**config.mk**
```make
export PLATFORM = sky130hd
export DESIGN_NAME = sd_spi_card_responder_flat
export DESIGN_NICKNAME = d
export VERILOG_FILES = /design/src/rtl/sd_spi_card_responder_if.sv /design/src/rtl/sd_spi_card_responder.sv /design/src/flat_wrapper.sv
export SDC_FILE = /design/constraint.sdc
export NUM_CORES = 1
export LEC_CHECK = 0
export ABC_AREA = 1
export CAP_MARGIN = 30
export CORE_MARGIN = 3
export CORE_UTILIZATION = 60
export CTS_CLUSTER_SIZE = 12
export DETAILED_ROUTE_END_ITERATION = 7
export HOLD_SLACK_MARGIN = 0.12
export PLACE_DENSITY_LB_ADDON = 0.05
export SLEW_MARGIN = 20
export SYNTH_ARGS = -nofsm -noshare
export SYNTH_HDL_FRONTEND = slang
export SYNTH_SLANG_ARGS = --single-unit
```
**constraint.sdc**
```tcl
create_clock -name clk -period 6.6 [get_ports clk]
set_input_delay 0.66 -clock clk [delete_from_list [all_inputs] [get_ports clk]]
set_output_delay 0.66 -clock clk [all_outputs]
set_load 0.05 [all_outputs]
```
**src/rtl/sd_spi_card_responder_if.sv**
```systemverilog
// Byte-slot link between an SPI slave shifter (host side of this bus) and the
// SD card responder.
interface sd_spi_card_responder_if;
    logic       cs_n;
    logic [7:0] rx_byte;
    logic       rx_valid;
    logic [7:0] tx_byte;
    logic       in_idle;
    logic       initialized;
    logic       cmd_strobe;
    logic [5:0] cmd_index;

    modport master (
        output cs_n, rx_byte, rx_valid,
        input  tx_byte, in_idle, initialized, cmd_strobe, cmd_index
    );

    modport slave (
        input  cs_n, rx_byte, rx_valid,
        output tx_byte, in_idle, initialized, cmd_strobe, cmd_index
    );
endinterface

```
**src/rtl/sd_spi_card_responder.sv**
```systemverilog
// Byte-level SD SPI-mode card responder: frames 6-byte commands, checks CRC7 and
// answers CMD0/8/55/ACMD41/58 with R1/R7/R3 after NCR filler slots.
module sd_spi_card_responder #(
    parameter int          NCR         = 1,
    parameter int          ACMD41_BUSY = 2,
    parameter logic [31:0] OCR         = 32'hC0FF8000,
    parameter int          CRC_CHECK   = 0
) (
    input logic clk,
    input logic rst,
    sd_spi_card_responder_if.slave bus
);

    typedef enum logic [1:0] {S_HUNT, S_COLLECT, S_NCR, S_RESP} state_t;

    localparam logic [2:0] NCR_LAST = 3'(NCR - 1);
    localparam logic [7:0] BUSY_LIM = 8'(ACMD41_BUSY);

    state_t     state, state_n;
    logic [7:0] tx_q, tx_n;
    logic       idle_q, idle_n;
    logic       app_q, app_n;
    logic [7:0] busy_q, busy_n;
    logic [5:0] idx_q, idx_n;
    logic       strobe_q, strobe_n;
    logic [2:0] ncnt_q, ncnt_n;
    logic [2:0] ridx_q, ridx_n;
    logic [2:0] rlen_q, rlen_n;
    logic [2:0] bcnt_q, bcnt_n;
    logic [6:0] crc_q, crc_n;
    logic [11:0] arg_q, arg_n;
    logic [5:0] fidx_q, fidx_n;
    logic [7:0] resp_q [0:4];
    logic [7:0] resp_n [0:4];
    logic       checked;
    logic       crc_err;

    // Shift one byte MSB first through CRC7 (x^7 + x^3 + 1).
    function automatic logic [6:0] crc7_byte(input logic [6:0] c, input logic [7:0] d);
        logic [6:0] r;
        logic       fb;
        r = c;
        for (int i = 7; i >= 0; i--) begin
            fb = r[6] ^ d[i];
            r  = {r[5:0], 1'b0};
            if (fb) r = r ^ 7'h09;
        end
        return r;
    endfunction

    always_comb begin
        state_n  = state;
        tx_n     = tx_q;
        idle_n   = idle_q;
        app_n    = app_q;
        busy_n   = busy_q;
        idx_n    = idx_q;
        strobe_n = 1'b0;
        ncnt_n   = ncnt_q;
        ridx_n   = ridx_q;
        rlen_n   = rlen_q;
        bcnt_n   = bcnt_q;
        crc_n    = crc_q;
        arg_n    = arg_q;
        fidx_n   = fidx_q;
        resp_n   = resp_q;
        checked  = (CRC_CHECK != 0) || (fidx_q == 6'd0) || (fidx_q == 6'd8);
        crc_err  = checked && (bus.rx_byte != {crc_q, 1'b1});

        if (bus.cs_n) begin
            state_n = S_HUNT;
            tx_n    = 8'hFF;
        end else if (bus.rx_valid) begin
            case (state)
                S_HUNT: begin
                    tx_n = 8'hFF;
                    if (bus.rx_byte[7:6] == 2'b01) begin
                        fidx_n  = bus.rx_byte[5:0];
                        crc_n   = crc7_byte(7'h00, bus.rx_byte);
                        bcnt_n  = 3'd0;
                        state_n = S_COLLECT;
                    end
                end
                S_COLLECT: begin
                    if (bcnt_q != 3'd4) begin
                        arg_n  = {arg_q[3:0], bus.rx_byte};
                        crc_n  = crc7_byte(crc_q, bus.rx_byte);
                        bcnt_n = bcnt_q + 3'd1;
                    end else begin
                        idx_n     = fidx_q;
                        strobe_n  = 1'b1;
                        tx_n      = 8'hFF;
                        state_n   = S_NCR;
                        ncnt_n    = 3'd0;
                        ridx_n    = 3'd1;
                        rlen_n    = 3'd1;
                        app_n     = 1'b0;
                        resp_n[1] = 8'h00;
                        resp_n[2] = 8'h00;
                        resp_n[3] = 8'h00;
                        resp_n[4] = 8'h00;
                        if (crc_err) begin
                            resp_n[0] = {4'b0000, 1'b1, 2'b00, idle_q};
                        end else begin
                            case (fidx_q)
                                6'd0: begin
                                    idle_n    = 1'b1;
                                    busy_n    = 8'd0;
                                    resp_n[0] = 8'h01;
                                end
                                6'd8: begin
                                    resp_n[0] = {7'b0, idle_q};
                                    resp_n[3] = {4'h0, arg_q[11:8]};
                                    resp_n[4] = arg_q[7:0];
                                    rlen_n    = 3'd5;
                                end
                                6'd55: begin
                                    resp_n[0] = {7'b0, idle_q};
                                    app_n     = 1'b1;
                                end
                                6'd41: begin
                                    if (!app_q) begin
                                        resp_n[0] = {5'b0, 1'b1, 1'b0, idle_q};
                                    end else if (busy_q < BUSY_LIM) begin
                                        busy_n    = busy_q + 8'd1;
                                        resp_n[0] = 8'h01;
                                    end else begin
                                        idle_n    = 1'b0;
                                        resp_n[0] = 8'h00;
                                    end
                                end
                                6'd58: begin
                                    // OCR power-up bit stays clear until init completes.
                                    resp_n[0] = {7'b0, idle_q};
                                    resp_n[1] = {OCR[31] & ~idle_q, OCR[30:24]};
                                    resp_n[2] = OCR[23:16];
                                    resp_n[3] = OCR[15:8];
                                    resp_n[4] = OCR[7:0];
                                    rlen_n    = 3'd5;
                                end
                                default: resp_n[0] = {5'b0, 1'b1, 1'b0, idle_q};
                            endcase
                        end
                    end
                end
                S_NCR: begin
                    if (ncnt_q == NCR_LAST) begin
                        tx_n    = resp_q[0];
                        state_n = S_RESP;
                    end else begin
                        tx_n   = 8'hFF;
                        ncnt_n = ncnt_q + 3'd1;
                    end
                end
                default: begin
                    if (ridx_q < rlen_q) begin
                        tx_n   = resp_q[ridx_q];
                        ridx_n = ridx_q + 3'd1;
                    end else begin
                        tx_n    = 8'hFF;
                        state_n = S_HUNT;
                    end
                end
            endcase
        end
    end

    always_ff @(posedge clk) begin
        if (rst) begin
            state    <= S_HUNT;
            tx_q     <= 8'hFF;
            idle_q   <= 1'b1;
            app_q    <= 1'b0;
            busy_q   <= 8'd0;
            idx_q    <= 6'd0;
            strobe_q <= 1'b0;
            ncnt_q   <= 3'd0;
            ridx_q   <= 3'd0;
            rlen_q   <= 3'd1;
        end else begin
            state    <= state_n;
            tx_q     <= tx_n;
            idle_q   <= idle_n;
            app_q    <= app_n;
            busy_q   <= busy_n;
            idx_q    <= idx_n;
            strobe_q <= strobe_n;
            ncnt_q   <= ncnt_n;
            ridx_q   <= ridx_n;
            rlen_q   <= rlen_n;
        end
    end

    // Frame payload registers carry no reset; they are always written before use.
    always_ff @(posedge clk) begin
        bcnt_q <= bcnt_n;
        crc_q  <= crc_n;
        arg_q  <= arg_n;
        fidx_q <= fidx_n;
        resp_q <= resp_n;
    end

    assign bus.tx_byte     = tx_q;
    assign bus.in_idle     = idle_q;
    assign bus.initialized = ~idle_q;
    assign bus.cmd_strobe  = strobe_q;
    assign bus.cmd_index   = idx_q;

endmodule
```
**src/flat_wrapper.sv**
```systemverilog
// flat-port wrapper written by rule: the top's interface ports become plain ports
module sd_spi_card_responder_flat 
#(
    parameter int          NCR         = 1,
    parameter int          ACMD41_BUSY = 2,
    parameter logic [31:0] OCR         = 32'hC0FF8000,
    parameter int          CRC_CHECK   = 0
)
  (clk, rst, bus_cs_n, bus_rx_byte, bus_rx_valid, bus_tx_byte, bus_in_idle, bus_initialized, bus_cmd_strobe, bus_cmd_index);
  sd_spi_card_responder_if bus_i ();
  input logic clk;
  input logic rst;
  input wire logic [$bits(bus_i.cs_n)-1:0] bus_cs_n;
  input wire logic [$bits(bus_i.rx_byte)-1:0] bus_rx_byte;
  input wire logic [$bits(bus_i.rx_valid)-1:0] bus_rx_valid;
  output wire logic [$bits(bus_i.tx_byte)-1:0] bus_tx_byte;
  output wire logic [$bits(bus_i.in_idle)-1:0] bus_in_idle;
  output wire logic [$bits(bus_i.initialized)-1:0] bus_initialized;
  output wire logic [$bits(bus_i.cmd_strobe)-1:0] bus_cmd_strobe;
  output wire logic [$bits(bus_i.cmd_index)-1:0] bus_cmd_index;
  assign bus_i.cs_n = bus_cs_n;
  assign bus_i.rx_byte = bus_rx_byte;
  assign bus_i.rx_valid = bus_rx_valid;
  assign bus_tx_byte = bus_i.tx_byte;
  assign bus_in_idle = bus_i.in_idle;
  assign bus_initialized = bus_i.initialized;
  assign bus_cmd_strobe = bus_i.cmd_strobe;
  assign bus_cmd_index = bus_i.cmd_index;
  sd_spi_card_responder #(.NCR(NCR), .ACMD41_BUSY(ACMD41_BUSY), .OCR(OCR), .CRC_CHECK(CRC_CHECK)) u_core (.clk(clk), .rst(rst), .bus(bus_i));
endmodule
```
# == Word-level counts from Yosys, hierarchy flattened ==
# Index checks and enable logic that the tools add are counted.
# classes
addsub,4
n_mul,0
div_mod_pow,0
magnitude_cmp,3
eq_ne,18
n_shift,0
mux,113
bitwise_logic,39
reduce_logical,25
# ops
operator,count
$mux W7,58
$mux W4,16
$mux W8,7
$pmux W16 S2,1
$not A2 Y2,15
$mux W3,9
$bmux W8 S3,1
$pmux W8 S3,1
$reduce_and A5 Y1,4
$eq A6 B6 Y1 const B,3
$pmux W3 S2,3
$pmux W8 S2,1
$reduce_and A8 Y1,2
$mux W15,1
$xor A1 B1 Y1,15
$pmux W7 S2,1
$reduce_and A4 Y1,3
$ne A2 B1 Y1 const B,5
$add A3 B1 Y3 const B,3
$pmux W3 S3,1
$add A8 B1 Y8 const B,1
$lt A8 B2 Y1 const B,1
$mux W2,4
$ne A8 B8 Y1,1
other kinds (23),45
# totals
reg_bits,104
latchBits,0
ram_bits,0
romBits,0
output_inout_bits,17
elab_cells,223
n_memories,0

# == Longest topological paths before layout ==
# depth
ltp_word,46
depth_mapped,12
depth_no_buf,12

# == Worst setup path before layout ==
# OpenSTA, ideal clock, no wires.
# synth_path
path_kind,in2reg
start,input port bus_rx_valid
end,register u_core.bcnt_q[0] (enable)
setup_time_ns,0.404
t_arrival_ns,2.001
required_ns,6.196
slack_ns,4.196
path_stages,4
n_path_buf,0
path_cell_list,inv_1 nor2_1 inv_1 nor4_1
# synth_between
elab_chain_cells,1
# synth_rtl
element,line_no,rtl
from (decl),flat_wrapper.sv:15,input wire logic [$bits(bus_i.rx_valid)-1:0] bus_rx_valid;
$reduce_and A5 Y1 (no source line),n/a,
to (signal assigned),sd_spi_card_responder.sv:196,bcnt_q <= bcnt_n;
to (decl),sd_spi_card_responder.sv:29,"logic [2:0] bcnt_q, bcnt_n;"
# Every way passes these cells.
# A chain may end at the register's enable or synchronous reset.

# == Worst setup path in the final report ==
# layout_path
start,register u_core.state[1]
end,register u_core.busy_q[1]
# layout_between
elab_chain_cells,2
# layout_rtl
element,line_no,rtl
from (decl),sd_spi_card_responder.sv:19,"state_t state, state_n;"
from (signal assigned),sd_spi_card_responder.sv:181,state <= state_n;
$eq A2 B1 Y1,sd_spi_card_responder.sv:74,case (state)
$reduce_and A8 Y1 (no source line),n/a,
to (signal assigned),sd_spi_card_responder.sv:185,busy_q <= busy_n;
to (decl),sd_spi_card_responder.sv:23,"logic [7:0] busy_q, busy_n;"
# Every way passes these cells.

==> results.py <==
metrics = {
    "status": {
        "outcome": "finished, final reports clean",
    },
    "global_route": {
        "grt_max_degree": 31,
        "antenna_found_initial": 0,
        "grt-ovfl-total": 0,
        "grt_pass1_wl_mm": 13.5,
        "grt_use_total": 0.227,
        "grt_pass1_vias": 3029,
    },
    "pwr": {
        "p_switching_mw": 0.222,
        "power.density_nw_per_um2": 208,
        "ir_drop_mv": 0.196,
        "power_frac_comb": 0.083,
        "switching_share": 0.236,
        "clockPowerShare": 0.347,
        "p_int_mw": 0.717,
        "p_seq_frac": 0.570,
        "cellLeakagePower_nw": 1.86,
    },
    "timing": {
        "finalSetupTns_ns": 0,
        "max_freq_mhz": 353,
        "setup-violations-final": 0,
        "worst_hold_slack_ns": 0.444,
        "period_minus_slack_ns": 2.83,
        "finalCritPeriodShare": 0.429,
        "slew_viol_final": 0,
        "worst_pin_slew_ns": 0.612,
        "fin_skew_ns": 0.00665,
        "hold_viol_final": 0,
        "rsz0062_at_grt": "no",
        "worst_slack_ns": 3.77,
        "slew_headroom": 0.589,
    },
    "route": {
        "dr.pass1.iters": 5,
        "vias": 3067,
        "antenna_left": 0,
        "drt_iter0_drc": 220,
        "drt-wirelength-per-cell_um": 13.7,
        "routed_wl_mm": 7.89,
        "via_per_inst": 5.33,
        "drc": 0,
    },
    "setup_path": {
        "critical_path.max_stage_delay_ns": 0.51,
        "crit_buf_inv": 3,
        "r2r-start": "u_core.state[1]",
        "r2r_cells": 11,
        "endpoint_kind": "register",
        "path_cells": "inv_1 > ha_1 > inv_2 > nor2_2 > nand2_2 > inv_2 > nand2_1 > nor2_2 > nand3b_1 > nand2_1 > nor2_2",
        "worstPathArrival_ns": 3.08,
        "cp-startpoint": "u_core.state[1]",
        "required_ns": 6.85,
        "worst-r2r-setup-slack_ns": 3.77,
        "critical_path_peak_fanout": 30,
        "crit_family": "simple AND/OR/NAND/NOR gates",
        "critPathSlowestCell": "ha_1",
        "path_depth": 11,
        "cpMostUsedCell": "nor2_2",
        "worstSetupPathType": "register to register",
        "worstSetupStartpointType": "register",
    },
    "place": {
        "placed_area_um2": 4310,
        "hpwlAfterDp_mm": 5.92,
        "gp_congestion": 0.878,
        "place_ws_ns": 3.76,
        "port_buffers": 28,
    },
    "yosys": {
        "synth_edf_count": 46,
        "yosys.area.top_type_share": 0.348,
        "synth-seq-cells": 80,
        "synth_top_cells_by_count": "nand2_1 (108), inv_1 (52), nor2_1 (47)",
        "yosys.area.top_type": "edfxtp_1",
        "syn_nets": 484,
        "yosys_most_used_dff": "edfxtp_1",
        "yosys_warnings": 0,
        "syn_area_um2": 3970,
        "synth_area_leaders": "edfxtp_1 (35%), dfxtp_1 (17%), nand2_1 (10%), inv_1 (4.9%), nor2_1 (4.4%)",
        "async_flop_share": 0,
        "syn_avg_cell_area_um2": 8.63,
        "synth_cells": 460,
        "synth_seq_area_share": 0.520,
        "synth.most_common_cell": "nand2_1",
        "yosysUniqueCellTypes": 31,
    },
    "layout": {
        "diodes": 0,
        "stdcell_area_um2": 4500,
        "layout.nets": 517,
        "final_core_util": 0.705,
        "drive_gt1_frac": 0.0984,
        "area_delta_synth_final_pct": 13.5,
    },
    "clocking": {
        "h-tree-depth": 3,
        "numCtsBuffers": 9,
        "cts_tree": "done",
        "postCtsHoldBufs": 0,
        "postCtsSetupBuffers": 0,
        "clk_pin_slew_worst_paths_ns": 0.08,
        "clkSinkCount": 80,
        "clock_latency_ns": 0.35,
        "post_cts_resized": 0,
        "cts.path.max_buffers": 2,
        "cts-root-buf": "clkbuf_8",
    },
    "floorplanning": {
        "core_um2": 6390,
        "die_area_um2": 7630,
        "die_w_um": 87.3,
        "start_util": 0.621,
        "fp-row-count": 29,
        "die_y_um": 87.3,
        "ios": 29,
    },
    "min_path": {
        "min-delay-start": "u_core.busy_q[5]",
        "hold_class": "register to register",
        "whs_path_depth": 2,
    },
    "run": {
        "cap_violations": 0,
    },
}
## worst reg2reg max path, cell delays in order (launching register included)
cell and delay [ns]:
dfxtp_1 0.34, inv_1 0.10, ha_1 0.51, inv_2 0.26
nor2_2 0.23, nand2_2 0.18, inv_2 0.47, nand2_1 0.17
nor2_2 0.23, nand3b_1 0.12, nand2_1 0.10, nor2_2 0.03
## through the flow
| stage | cells | power [mW] |
|---|---|---|
| after floorplan | 460 | 0.597 |
| after global placement | 556 | 0.622 |
| after global routing | 575 | 0.977 |
| final | 575 | 0.939 |
| after CTS | 574 | 0.944 |
| after detailed placement | 558 | 0.624 |
## placed cells by master (no fill, tap or decap), types with 6 or more instances in the layout
cell	Yosys	layout
nand2_1	108	108
nor2_1	47	47
nand4_1	6	6
nand2_2	8	8
inv_1	52	52
nor3b_1	13	13
ha_1	12	12
edfxtp_1	46	46
xor2_1	8	8
nand3_1	28	28
a21oi_1	23	23
clkbuf_8	0	9
dfxtp_1	34	34
clkdlybuf4s50_1	0	28
inv_2	8	8
o21ai_0	20	20
xnor2_1	7	7
nor2_2	8	8
## kinds of logic (layout without fill, tap and decap cells)
group / count (synthesis) / after routing / share of synthesized area
DFF: 80 / 80 / 0.520
adders and majority gates: 12 / 12 / 0.0378
and+or+nand+nor: 230 / 230 / 0.269
AOI/OAI and AO/OA: 54 / 54 / 0.0716
xor gates and xnor gates: 15 / 15 / 0.0331
buffers and inverters: 69 / 107 / 0.0694
## area by class of cell
type | count | area (um2)
clock buffers | 11 | 153
clock inverters | 5 | 30.0
fillers | 515 | 1880
inverters | 60 | 225
multi-input cells | 311 | 1640
flip-flops and latches | 80 | 2060
well taps | 77 | 96.3
repair buffers | 31 | 299
## worst paths after layout
kind	to
max	u_core.busy_q[1]
min	u_core.busy_q[5]
max reg2reg	u_core.busy_q[1]
min reg2reg	u_core.busy_q[5]
## routing by layer
metal  up-vias  track usage  wire (um)
met5         -            0          0
met4         0       0.0865        126
met3        14       0.0445        382
met2        92        0.380       3860
met1      1393        0.291       3520
li1       1568            -          -
## registers in the layout, indices dropped and copies added (netlist names), 2 cells and up
name,count
u_core.ridx_q,3
u_core.fidx_q,6
u_core.busy_q,8
u_core.bus.cmd_index,6
u_core.crc_q,7
u_core.arg_q,12
u_core.ncnt_q,3
u_core.bus.tx_byte,8
u_core.resp_q,18
u_core.bcnt_q,3
u_core.state,2
## power groups by stage
stage	logic, mW	clock network, mW	registers, mW
finish	0.0784	0.326	0.535
global route	0.0879	0.354	0.535
CTS	0.0785	0.331	0.535
detailed placement	0.0781	0	0.546
global placement	0.0757	0	0.546
floorplan	0.0472	0	0.550
Power figures use the tool's default switching activity.
